[config.mk]
export PLATFORM = sky130hd
export DESIGN_NAME = mem_stage
export DESIGN_NICKNAME = d
export VERILOG_FILES = /design/src/rtl/mem_stage.sv
export SDC_FILE = /design/constraint.sdc
export NUM_CORES = 1
export LEC_CHECK = 0
export CAP_MARGIN = 30
export CORE_AREA = 5 5 164 166
export DETAILED_ROUTE_END_ITERATION = 8
export DIE_AREA = 0 0 169 171
export HOLD_SLACK_MARGIN = 0.06
export PLACE_DENSITY = 0.68
export SLEW_MARGIN = 25
export SYNTH_ARGS = -nofsm -noshare
export SYNTH_HDL_FRONTEND = slang
export SYNTH_SLANG_ARGS = --single-unit
[constraint.sdc]
create_clock -name clk -period 2.7 [get_ports clk]
set_clock_uncertainty 0.2 [all_clocks]
set_input_delay 0.405 -clock clk [delete_from_list [all_inputs] [get_ports clk]]
set_output_delay 0.405 -clock clk [all_outputs]
set_load 0.02 [all_outputs]
[src/rtl/mem_stage.sv]
// mem_stage: memory-access pipeline stage between execute and writeback.
//
// Registers the EX/MEM payload, runs the data-memory request/response
// handshake for loads and stores, aligns and extends load data, and hands
// result/destination/wb_ctrl to writeback. While an access is in flight
// the stage raises stall_o so EX and earlier stages hold.
//
// Ports
//   clk, reset          clock, synchronous active-high reset
//   pc_i .. exc_tag_i   EX/MEM payload from the execute stage
//   flush_i             kill the instruction currently in this stage
//   data_*              data-memory request (req/wr/size/addr/wdata),
//                       handshake (addr_ok/data_ok) and read data
//   stall_o             hold upstream stages
//   pc_o .. exc_tag_o   registered payload / result to writeback
//   fwd_data_o          copy of result_o for the forwarding unit
module mem_stage #(
    parameter int WIDTH = 32
) (
    input  logic             clk,
    input  logic             reset,
    input  logic [WIDTH-1:0] pc_i,
    input  logic [31:0]      inst_i,
    input  logic [WIDTH-1:0] alu_out_i,
    input  logic [WIDTH-1:0] rd2_i,
    input  logic [9:0]       wb_ctrl_i,
    input  logic [16:0]      mem_ctrl_i,
    input  logic [4:0]       dest_i,
    input  logic [6:0]       exc_tag_i,
    input  logic             flush_i,
    output logic             data_req,
    output logic             data_wr,
    output logic [1:0]       data_size,
    output logic [WIDTH-1:0] data_addr,
    output logic [WIDTH-1:0] data_wdata,
    input  logic             data_addr_ok,
    input  logic             data_data_ok,
    input  logic [WIDTH-1:0] data_rdata,
    output logic             stall_o,
    output logic [WIDTH-1:0] pc_o,
    output logic [31:0]      inst_o,
    output logic [9:0]       wb_ctrl_o,
    output logic [WIDTH-1:0] result_o,
    output logic [4:0]       dest_o,
    output logic [6:0]       exc_tag_o,
    output logic [WIDTH-1:0] fwd_data_o
);

    typedef enum logic [1:0] {
        S_IDLE = 2'd0,
        S_WAIT = 2'd1,
        S_DONE = 2'd2
    } state_t;

    state_t state, state_nxt;

    // Stage register
    logic [WIDTH-1:0] pc_q, alu_q, rd2_q, rdata_q;
    logic [31:0]      inst_q;
    logic [9:0]       wb_q;
    logic [16:0]      mc_q;
    logic [4:0]       dest_q;
    logic [6:0]       tag_q;
    logic             valid_q;
    logic             kill_q;

    // Decoded memory controls
    logic [1:0] byte_sel;
    logic       mem_read, mem_write, load_unsigned;
    logic [1:0] size;

    assign byte_sel      = mc_q[16:15];
    assign mem_read      = mc_q[14];
    assign mem_write     = mc_q[13];
    assign size          = mc_q[12:11];
    assign load_unsigned = mc_q[10];

    // Reserved control bits travel through the register but drive nothing here.
    logic unused_reserved;
    assign unused_reserved = ^mc_q[9:0];

    logic pending, accept;

    assign pending = valid_q & (mem_read | mem_write) & (tag_q == 7'd0) & ~kill_q;
    assign accept  = (state == S_IDLE) & pending & data_addr_ok;

    // A killed access still has to be drained, so WAIT stalls regardless of
    // pending; DONE never stalls so the next instruction loads on that edge.
    assign stall_o = ((state == S_IDLE) & pending) | (state == S_WAIT);

    // NOTE: sequential state uses non-blocking assignments so every register
    // samples pre-edge values; blocking here would create order-dependent races.
    always_ff @(posedge clk) begin
        // NOTE: rdata_q is reset along with the payload so result_o is
        // deterministic out of reset; it is a single register, not a memory.
        if (reset) begin
            state   <= S_IDLE;
            pc_q    <= '0;
            inst_q  <= '0;
            alu_q   <= '0;
            rd2_q   <= '0;
            wb_q    <= '0;
            mc_q    <= '0;
            dest_q  <= '0;
            tag_q   <= '0;
            valid_q <= 1'b0;
            kill_q  <= 1'b0;
            rdata_q <= '0;
        end else begin
            state <= state_nxt;
            if (state == S_WAIT && data_data_ok) begin
                rdata_q <= data_rdata;
            end
            if (!stall_o) begin
                pc_q    <= pc_i;
                inst_q  <= inst_i;
                alu_q   <= alu_out_i;
                rd2_q   <= rd2_i;
                wb_q    <= wb_ctrl_i;
                mc_q    <= mem_ctrl_i;
                dest_q  <= dest_i;
                tag_q   <= exc_tag_i;
                valid_q <= 1'b1;
                kill_q  <= 1'b0;
            end else if (flush_i) begin
                // Once the memory has accepted the request the access must
                // finish; only the writeback is suppressed.
                if (accept || state == S_WAIT) begin
                    kill_q <= 1'b1;
                end else begin
                    valid_q <= 1'b0;
                end
            end
        end
    end

    // NOTE: every always_comb output gets a default first so no path leaves
    // a variable unassigned, which would otherwise infer a latch.
    always_comb begin
        state_nxt = state;
        data_req  = 1'b0;
        unique case (state)
            S_IDLE: begin
                data_req = pending;
                if (accept) state_nxt = S_WAIT;
            end
            S_WAIT: begin
                if (data_data_ok) state_nxt = S_DONE;
            end
            S_DONE: state_nxt = S_IDLE;
            default: state_nxt = S_IDLE;
        endcase
    end

    // Load alignment and extension
    logic [7:0]       byte_v;
    logic [15:0]      half_v;
    logic [WIDTH-1:0] load_data;

    always_comb begin
        byte_v = 8'h00;
        unique case (byte_sel)
            2'd0: byte_v = rdata_q[7:0];
            2'd1: byte_v = rdata_q[15:8];
            2'd2: byte_v = rdata_q[23:16];
            2'd3: byte_v = rdata_q[31:24];
            default: byte_v = 8'h00;
        endcase
        half_v = byte_sel[1] ? rdata_q[31:16] : rdata_q[15:0];

        load_data = rdata_q;
        case (size)
            2'd0:    load_data = {{24{~load_unsigned & byte_v[7]}}, byte_v};
            2'd1:    load_data = {{16{~load_unsigned & half_v[15]}}, half_v};
            default: load_data = rdata_q;
        endcase
    end

    // Store data replicated across lanes so byte enables alone pick the lane.
    always_comb begin
        data_wdata = rd2_q;
        case (size)
            2'd0:    data_wdata = {4{rd2_q[7:0]}};
            2'd1:    data_wdata = {2{rd2_q[15:0]}};
            default: data_wdata = rd2_q;
        endcase
    end

    assign data_wr   = mem_write;
    assign data_size = size;
    assign data_addr = alu_q;

    assign pc_o       = pc_q;
    assign inst_o     = inst_q;
    assign dest_o     = dest_q;
    assign exc_tag_o  = tag_q;
    assign wb_ctrl_o  = (stall_o | ~valid_q | kill_q) ? 10'd0 : wb_q;
    assign result_o   = mem_read ? load_data : alu_q;
    assign fwd_data_o = result_o;

endmodule

==> flow_summary.ini <==
[status]
status = finished, violations left
violations = setup timing

[global_routing]
met2_usage_pct = 37.4
grt_max_degree = 80
grt_use_met1_pct = 23.9
met3_usage_pct = 8.04
grt_pass1_vias = 8379
grt_busiest_layer = met2
antenna_found_initial = 2
grtUsageTotal_pct = 21.2
grt_overflow_total = 0
grt_pass1_wl_um = 48000

[worst_setup_path]
rr_endpoint = pc_o[17]$_SDFFE_PP0N_
r2r_slack_ns = 0.11
cp.arrival_ns = 2.27
cp_max_fo = 5
cp_slowest_cell = or4_4
worst_setup_path_end_kind = primary output
critPathBufInv = 1
required_ns = 2.10
start_kind = register
path_cells = or4_4 > o41a_4 > and3_4 > and2_4 > buf_6
slowest_delay_ns = 0.54
worstRegToRegCells = 7
crit_family = simple AND/OR/NAND/NOR gates
rr_startpoint = exc_tag_o[5]$_SDFFE_PP0N_
crit_type = reg -> out

[placed_design]
routabilityCongestion = 0.891
io_buffers = 412
hpwl_um = 23400

[timing]
rsz0062_at_grt = yes
max_slew_margin_pct = 57.5
worst_pin_slew_ns = 0.638
slew_violations = 0
finalCritPeriodShare_pct = 107
fmax_ghz = 0.347
timing.final.ws_setup_ns = -0.178
min_period_ns = 2.88
hold_slack_ns = 0.182
finalHoldViolCount = 0
tns_ns = -3.71
setup_viol = 49

[hold_path]
min_path_cells = 2
holdCritPathClass = in -> reg
hold_end = rdata_q[1]$_SDFFE_PP0P_
hold_start = reset

[synthesis]
synth_edf_count = 0
ys_seq_elements = 193
synth_area_leaders = dfxtp_1, nand2_1, a21oi_1, buf_4, mux2_2
syn_avg_cell_area_um2 = 7.87
synth_common_cells = nand2_1, a21oi_1, dfxtp_1, clkbuf_1, buf_4
synth_flop_cell = dfxtp_1
synth_top_area_share_pct = 46.8
yosysWarnings = 0
synth_nets = 1253
synth.largest_area_cell = dfxtp_1
netlist_instances = 1049
ys_types = 40
async_reset_ff_share_pct = 0
seq_area_frac_synth_pct = 46.8
synth.most_common_cell = nand2_1
synth_area_mm2 = 0.00826

[detailed_routing]
first_pass_iters = 5
avgViaCountPerCell = 4.90
drt_iter0_markers = 616
num_vias = 8708
routed_wl_um = 32600
wl_per_cell_um = 18.4
ant_nets = 0
drc_errors = 0

[clocking]
clock_sinks = 193
htree_num_levels = 4
clockRootBuffer = clkbuf_16
max-clock-path-buffers = 2
numCtsBuffers = 17
clk_pin_slew_ns = 0.08
cts_tree = done
clk_latency_ns = 0.43

[floorplanning]
die_w_um = 169
die_area_mm2 = 0.0289
row_count = 59
core_area_mm2 = 0.0255
chipHeight_um = 171
initial_utilization_pct = 32.4
io_pins = 423

[pwr]
p_per_area_mw_per_mm2 = 545
max-vdd-ir-drop_v = 0.000340
p_leak_nw = 5.70

[final_layout]
area_delta_synth_final_pct = 65.0
drive_above_1_share_pct = 16.6
nNetsFinal = 1629

[flow_run]
maxCapViolations = 0
## repair_timing
action                                  CTS  global route
pin swaps                                27            15
cloned                                    5             0
endpoints found under the setup margin  160           136
hold buffers                              0             0
gates resized for setup                 428            64
setup buffers                             6             2
## sequential cells by signal, summed over array words and instances, names as in the netlist, 2 cells and up
| register | count |
|---|---|
| rdata_q | 32 |
| inst_o | 32 |
| state | 2 |
| mc_q | 7 |
| data_addr | 32 |
| rd2_q | 32 |
| wb_q | 10 |
| pc_o | 32 |
| dest_o | 5 |
| exc_tag_o | 7 |
## placed cells by master (no fill, tap or decap), drive strengths merged, types with 5 or more instances in the layout
| cell | n |
|---|---|
| a21oi | 193 |
| a221o | 15 |
| a222oi | 6 |
| a22o | 21 |
| a22oi | 6 |
| and2 | 13 |
| buf | 138 |
| clkbuf | 19 |
| clkdlybuf4s15 | 5 |
| clkdlybuf4s50 | 312 |
| clkinv | 6 |
| dfxtp | 193 |
| dlygate4sd2 | 16 |
| dlymetal6s2s | 7 |
| inv | 12 |
| mux2 | 23 |
| mux2i | 8 |
| nand2 | 380 |
| nor2 | 19 |
| o21ai | 11 |
| o22a | 8 |
## stage by stage
step | util, % | instances | worst slack, ns | area, um2 | power (mW)
3_3_place_gp | 49.5 | 1728 | -0.254 | 12600 | 4.77
3_5_place_dp | 49.5 | 1728 | -0.294 | 12600 | 4.79
5_1_grt | 53.5 | 1775 | -0.231 | 13600 | 7.75
6_report | 53.5 | 1776 | -0.178 | 13600 | 7.43
4_1_cts | 52.6 | 1771 | -0.204 | 13400 | 7.47
2_1_floorplan | - | 1049 | 0.0157 | 8260 | 3.92
## routing by layer
layer	vias to the layer above	wire length [um]
met3	38	2970
met2	338	16500
met5	-	15
met4	2	719
li1	4240	-
met1	4090	12400
## worst max-delay path by stage
stage,from,endpoint,slack [ns],cells past startpoint
2_1_floorplan,mc_q[11]$_SDFFE_PP0N_,result_o[6],0.02,7
3_3_place_gp,kill_q$_SDFFE_PP0P_,wb_ctrl_o[0],-0.25,5
3_5_place_dp,kill_q$_SDFFE_PP0P_,wb_ctrl_o[0],-0.29,5
4_1_cts,exc_tag_o[5]$_SDFFE_PP0N_,wb_ctrl_o[1],-0.20,5
5_1_grt,exc_tag_o[5]$_SDFFE_PP0N_,wb_ctrl_o[2],-0.23,5
6_report,exc_tag_o[5]$_SDFFE_PP0N_,wb_ctrl_o[6],-0.18,5
## area by class of cell
| class | count | area [um2] |
|---|---|---|
| well taps | 335 | 419 |
| fillers | 2370 | 11800 |
| multi-input cells | 726 | 3810 |
| repair buffers | 481 | 4840 |
| inverters | 6 | 41.3 |
| clock inverters | 14 | 185 |
| flip-flops and latches | 193 | 3880 |
| diodes | 3 | 7.51 |
| clock buffers | 18 | 439 |
## cells by family (layout without fill, tap and decap cells)
logic type      Yosys count  count (layout)  synth area share, %
buf+inv                 131             519                 9.03
simple gates            424             425                 20.2
other cells               0               3                    0
flops                   193             193                 46.8
mux                      33              33                 4.65
compound gates          268             268                 19.4
## power by group
group          switching [mW]  total [mW]  internal, mW
clock                    1.30        2.67          1.37
combinational           0.806        1.65         0.848
sequential              0.108        3.11          3.00
total                    2.21        7.43          5.22
No activity file was read; power rests on OpenSTA's default activity.
